$ cat src/rtl/gf_pkg.sv
// Galois-field helpers shared by the Reed-Solomon syndrome datapath.
// Holds the default field parameters and the elaboration-time arithmetic
// used to derive constant multipliers:
//   gf_mul(a, b, m, poly)     -> a * b in GF(2^m), reduced by x^m + poly
//   gf_alpha_pow(k, m, poly)  -> alpha^k, alpha = x, any integer k
package gf_pkg;

    localparam int         GF_M_DEF         = 5;
    localparam logic [4:0] GF_PRIM_POLY_DEF = 5'h05;

    // Shift-and-add multiply; poly carries only the low m bits of the primitive polynomial.
    function automatic logic [31:0] gf_mul(
        input logic [31:0] a,
        input logic [31:0] b,
        input int          m,
        input logic [31:0] poly
    );
        logic [31:0] p;
        logic [31:0] x;
        p = 32'd0;
        x = a;
        for (int i = 0; i < m; i++) begin
            if (b[i]) begin
                p = p ^ x;
            end else begin
                p = p;
            end
            x = x << 1;
            // Fold x^m back into the field using x^m = poly.
            if (x[m]) begin
                x = x ^ poly ^ (32'd1 << m);
            end else begin
                x = x;
            end
        end
        return p;
    endfunction

    // Negative exponents wrap into [0, 2^m-2], so alpha^-1 is gf_alpha_pow(-1, ...).
    function automatic logic [31:0] gf_alpha_pow(
        input int          k,
        input int          m,
        input logic [31:0] poly
    );
        logic [31:0] r;
        int          order;
        int          e;
        order = int'((32'd1 << m) - 32'd1);
        e     = k % order;
        if (e < 0) begin
            e = e + order;
        end else begin
            e = e;
        end
        r = 32'd1;
        for (int i = 0; i < e; i++) begin
            r = gf_mul(r, 32'd2, m, poly);
        end
        return r;
    endfunction

endpackage

$ cat src/rtl/gf_mul_const.sv
// Combinational multiply of a field element by the constant alpha^K.
// The constant is fixed at elaboration, so the product collapses to an
// XOR network of op_i bits.
//   op_i   [M-1:0]  operand
//   prod_o [M-1:0]  op_i * alpha^K in GF(2^M)
module gf_mul_const
    import gf_pkg::*;
#(
    parameter int         M         = GF_M_DEF,
    parameter logic [M-1:0] PRIM_POLY = GF_PRIM_POLY_DEF,
    parameter int         K         = 1
) (
    input  logic [M-1:0] op_i,
    output logic [M-1:0] prod_o
);

    localparam logic [31:0] POLY32 = 32'(PRIM_POLY);
    localparam logic [31:0] COEF   = gf_alpha_pow(K, M, POLY32);

    // Constant-coefficient product; only op_i varies.
    always_comb begin
        prod_o = M'(gf_mul(32'(op_i), COEF, M, POLY32));
    end

endmodule

$ cat src/rtl/rs_syndrome_serial.sv
// Streaming Reed-Solomon syndrome calculator over GF(2^M).
// One symbol per transfer, highest-order first; NSYN Horner accumulators
// evaluate the codeword at alpha^(FCR+j). Completed syndromes sit in a single
// output register handed downstream with valid/ready.
//   clk, rstn            clock, async active-low reset
//   in_valid/in_ready    input symbol handshake, in_sym symbol, in_sop first-symbol marker
//   out_valid/out_ready  syndrome handshake, out_syn packed S_j, out_err any syndrome nonzero
//   abort                one-cycle pulse when in_sop restarts an unfinished codeword
module rs_syndrome_serial
    import gf_pkg::*;
#(
    parameter int           M         = GF_M_DEF,
    parameter int           N         = 31,
    parameter int           NSYN      = 2,
    parameter int           FCR       = 1,
    parameter logic [M-1:0] PRIM_POLY = GF_PRIM_POLY_DEF
) (
    input  logic              clk,
    input  logic              rstn,
    input  logic              in_valid,
    output logic              in_ready,
    input  logic [M-1:0]      in_sym,
    input  logic              in_sop,
    output logic              out_valid,
    input  logic              out_ready,
    output logic [NSYN*M-1:0] out_syn,
    output logic              out_err,
    output logic              abort
);

    if (N < 2 || N > (2 ** M) - 1) begin : g_bad_n
        $error("rs_syndrome_serial: N must satisfy 2 <= N <= 2^M-1");
    end

    localparam int            CW       = $clog2(N + 1);
    localparam logic [CW-1:0] CNT_ZERO = {CW{1'b0}};
    localparam logic [CW-1:0] CNT_ONE  = CW'(1);
    localparam logic [CW-1:0] CNT_LAST = CW'(N - 1);

    logic [CW-1:0]      count_q,     count_d;
    logic [NSYN*M-1:0]  acc_q,       acc_d;
    logic               out_valid_q, out_valid_d;
    logic [NSYN*M-1:0]  out_syn_q,   out_syn_d;
    logic               out_err_q,   out_err_d;
    logic               abort_q,     abort_d;

    logic [NSYN*M-1:0]  mul_s;
    logic [NSYN*M-1:0]  acc_upd_s;
    logic               in_ready_s;
    logic               xfer_s;
    logic               first_s;
    logic               done_s;

    for (genvar j = 0; j < NSYN; j++) begin : g_root
        gf_mul_const #(
            .M         (M),
            .PRIM_POLY (PRIM_POLY),
            .K         (FCR + j)
        ) u_mul (
            .op_i   (acc_q[j*M +: M]),
            .prod_o (mul_s[j*M +: M])
        );
    end

    // Handshake, Horner step, completion detection and next-state selection.
    always_comb begin
        in_ready_s = !out_valid_q || out_ready;
        xfer_s     = in_valid && in_ready_s;
        // Any in_sop restarts; an idle counter starts a codeword implicitly.
        first_s    = in_sop || (count_q == CNT_ZERO);
        for (int j = 0; j < NSYN; j++) begin
            acc_upd_s[j*M +: M] = (first_s ? {M{1'b0}} : mul_s[j*M +: M]) ^ in_sym;
        end
        // N >= 2, so a restarting symbol can never also be the last one.
        done_s = xfer_s && !first_s && (count_q == CNT_LAST);

        count_d     = count_q;
        acc_d       = acc_q;
        out_valid_d = out_valid_q;
        out_syn_d   = out_syn_q;
        out_err_d   = out_err_q;
        abort_d     = 1'b0;

        if (xfer_s) begin
            acc_d   = acc_upd_s;
            abort_d = in_sop && (count_q != CNT_ZERO);
            if (done_s) begin
                count_d = CNT_ZERO;
            end else if (first_s) begin
                count_d = CNT_ONE;
            end else begin
                count_d = count_q + CNT_ONE;
            end
        end else begin
            acc_d   = acc_q;
            abort_d = 1'b0;
        end

        // A completion overrides the drain, keeping back-to-back results bubble-free.
        if (done_s) begin
            out_valid_d = 1'b1;
            out_syn_d   = acc_upd_s;
            out_err_d   = |acc_upd_s;
        end else if (out_valid_q && out_ready) begin
            out_valid_d = 1'b0;
        end else begin
            out_valid_d = out_valid_q;
        end
    end

    // State and output registers.
    always_ff @(posedge clk or negedge rstn) begin
        if (!rstn) begin
            count_q     <= CNT_ZERO;
            acc_q       <= {(NSYN*M){1'b0}};
            out_valid_q <= 1'b0;
            out_syn_q   <= {(NSYN*M){1'b0}};
            out_err_q   <= 1'b0;
            abort_q     <= 1'b0;
        end else begin
            count_q     <= count_d;
            acc_q       <= acc_d;
            out_valid_q <= out_valid_d;
            out_syn_q   <= out_syn_d;
            out_err_q   <= out_err_d;
            abort_q     <= abort_d;
        end
    end

    assign in_ready  = in_ready_s;
    assign out_valid = out_valid_q;
    assign out_syn   = out_syn_q;
    assign out_err   = out_err_q;
    assign abort     = abort_q;

endmodule
$ cat config.mk
export PLATFORM = sky130hd
export DESIGN_NAME = rs_syndrome_serial
export DESIGN_NICKNAME = d
export VERILOG_FILES = /design/src/rtl/gf_pkg.sv /design/src/rtl/gf_mul_const.sv /design/src/rtl/rs_syndrome_serial.sv
export SDC_FILE = /design/constraint.sdc
export NUM_CORES = 1
export LEC_CHECK = 0
export CORE_ASPECT_RATIO = 1.5
export CORE_MARGIN = 3
export CORE_UTILIZATION = 59
export CTS_BUF_LIST = sky130_fd_sc_hd__clkbuf_2
export DETAILED_ROUTE_END_ITERATION = 8
export GPL_TIMING_DRIVEN = 0
export PLACE_DENSITY = 0.87
export SLEW_MARGIN = 20
export SYNTH_ARGS = -nofsm -noshare
export SYNTH_HDL_FRONTEND = slang
export SYNTH_SLANG_ARGS = --single-unit
$ cat constraint.sdc
create_clock -name clk -period 2.9 [get_ports clk]
set_input_delay 0.29 -clock clk [delete_from_list [all_inputs] [get_ports clk]]
set_output_delay 0.29 -clock clk [all_outputs]
set_load 0.01 [all_outputs]
==> metrics.txt <==
reg-to-reg endpoint=out_syn[5]; Crit Path Class=flop to flop; Root Buffer=clkbuf_2; area grow syn2layout=17.7%; die area=0.00323 mm²; type of origin of the critical path=flop; status=completed; Clock Tree Buf Depth=2; Worst R2R Path Depth=8; initial antenna violation count=0; share of cells above drive strength 1=7.45%; worst-skew pair later-pin latency=390 ps; FF-to-FF Start=count_q[0]; first-pass GRT wire length=5.58 mm; via count=1249; Max VDD drop=0.443 mV; fin crit share=67.8%; die width=47.4 µm; RSZ-0062 raised after global routing=no; Post-Synthesis Cells=164; CTS Sinks=28; routed wire length=3.46 mm; hpwl dp=2.53 mm; register area share after synthesis=46.2%; Mean Syn Cell Area=9.25 µm²; Routed Antenna Nets=0; WP data required=3200 ps; final worst slack=934 ps; # rows=21; worst slew pin tran=619 ps; Peak Freq=509 MHz; PD cells=534 mW/mm²; post-CTS resize count=0; Crit path arrival time=2270 ps; Critical Path Fanout Max=10; max-cap viol count=0; core area=0.00234 mm²; routability-driven placement congestion ratio=0.787; TritonCTS Buffers=3; Setup-failing EPs final=0; Total Routing Usage GR=24.3%; ant diodes=0; # DRC=0; Crit. Startpoint=count_q[0]; min-delay worst type=primary input to flop; number of I/O pins=24; worst setup path endpoint=out_syn[5]; max_slew headroom=58.7%; CP endpoint kind=flop; largest net degree at the start of global routing=29; Initial Util=64.9%; setup_tns=0 ps; cell area after synthesis=0.00152 mm²; Final Max Slew Viols=0; Hold Fails Final Rpt=0; reg-to-reg slack, setup=930 ps; GR Util met1=27.9%; GRT overflow=0; fin crit period=1970 ps; average wire per standard cell=16.4 µm; Syn. warnings=0; Setup WS pre-CTS=788 ps; GR peak layer=met2; Worst Clk Skew=12.7 ps; htree depth=1; Clock transition at path regs=260 ps; drt via density=5.92; drt initial violations=40; syn_nets=177; Yosys reg bits=28; port buffer count=19; TritonCTS clock tree=done; met2 Use GR=44.1%; First-pass DRT Iterations=4; Layout Nets=202; M3 GR Usage=2.37%; P_leak=0.766 nW; library cells used by synthesis=33; vias in the first global route=1231; chip height=68.1 µm
## per-layer routing
metal | wire [µm] | share of wire, % | vias to the layer above
li1 | - | - | 601
met1 | 1420 | 41 | 620
met2 | 1920 | 55 | 23
met3 | 80 | 2.3 | 5
met4 | 48 | 1.4 | 0
met5 | 0 | 0 | -
## placed cells by master (no fill, tap or decap), types with 2 or more instances in the layout
cell             count
nor3b_1              3
clkbuf_1             6
a31oi_1              2
a21oi_1             13
nor3_1               3
clkdlybuf4s50_1     18
inv_1                3
dfrtp_1             28
clkbuf_2             3
o21ai_0             16
a22o_1               2
xor2_1              11
nor2_1              21
xnor2_1              7
nand3_1              5
buf_2                2
ha_1                 3
nand2_1             23
## what timing repair did
item                      4_1_cts  5_1_grt
buffers inserted                0        0
hold endpoints to repair       28        0
hold buffers                    1        0
## registers in the layout (all words and copies together), names as in the netlist
| signal | count |
|---|---|
| abort | 1 |
| out_syn | 10 |
| acc_q | 10 |
| out_err | 1 |
| count_q | 5 |
| out_valid | 1 |
## worst min-delay path by stage
stage | startpoint | slack (ps) | end | cells past startpoint
after floorplan | rstn | -6 | abort | 0
after global placement | acc_q[6] | 490 | acc_q[6] | 2
after detailed placement | rstn | 340 | acc_q[3] | 1
after CTS | in_sym[3] | 360 | out_syn[3] | 3
after global routing | in_sym[3] | 370 | out_syn[3] | 3
final | in_sym[3] | 350 | out_syn[3] | 3
## stage by stage
step	power (W)	instances	hold slack, ps	utilization (%)	area, µm²
final	0.000953	211	355	76.4	1790
after global routing	0.00100	211	372	76.4	1790
after CTS	0.000949	211	356	76.4	1790
after detailed placement	0.000712	206	339	74.1	1730
after global placement	0.000693	206	487	74.3	1740
after floorplan	0.000643	164	-5.59	-	1520
## critical path, stage by stage (launching register included)
cell	delay, ps
dfrtp_1	480
inv_1	110
ha_1	210
nor4b_4	140
or2_4	260
buf_12	140
nor2_1	170
buf_2	270
a21oi_1	110
## synthesized netlist by cell type, drive strengths merged
library cell | instances | area share [%]
buf | 4 | 2.4
o31ai | 1 | 0.49
nor3b | 3 | 1.5
nor2 | 22 | 5.6
or2 | 1 | 0.58
dfrtp | 28 | 46
nand2 | 23 | 5.7
o32ai | 1 | 0.58
xor2 | 11 | 6.3
a22o | 2 | 1.2
nor4b | 1 | 1.6
o21ai | 17 | 5.9
and4 | 1 | 0.58
o211a | 1 | 0.66
or4b | 1 | 0.66
ha | 3 | 2.5
nor4 | 1 | 0.41
and2 | 1 | 0.41
xnor2 | 7 | 4.0
a21oi | 13 | 4.3
nor3 | 4 | 1.6
a2111oi | 1 | 1.8
inv | 3 | 0.74
nand2b | 1 | 0.41
a31oi | 2 | 0.82
nand3 | 5 | 1.6
clkbuf | 6 | 1.5
## layout make-up
| class | instances | area, µm² |
|---|---|---|
| buffer | 10 | 58.8 |
| clock buffer | 3 | 15.0 |
| clock inverter | 1 | 30.0 |
| fill | 172 | 552 |
| inverter | 3 | 11.3 |
| multi-input combinational | 123 | 747 |
| sequential | 28 | 701 |
| tap | 23 | 28.8 |
| timing repair buffer | 20 | 195 |
## power by group
part	leakage (nW)	switching [W]	internal [W]
sequential	0.367	0.0000492	0.000427
combinational	0.372	0.000135	0.0000987
clock	0.0266	0.000125	0.000118
total	0.766	0.000309	0.000644
## cells by family (layout without fill, tap and decap cells)
family                   after synthesis  after routing  synth area share (%)
AO/OA/AOI/OAI                         38             38                  15.7
XOR/XNOR                              18             18                  10.4
adder cells (fa/ha/maj)                3              3                  2.47
buffers and inverters                 13             37                  4.62
flip-flops                            28             28                  46.2
AND/OR/NAND/NOR                       64             64                  20.7
Power figures use the tool's default switching activity.
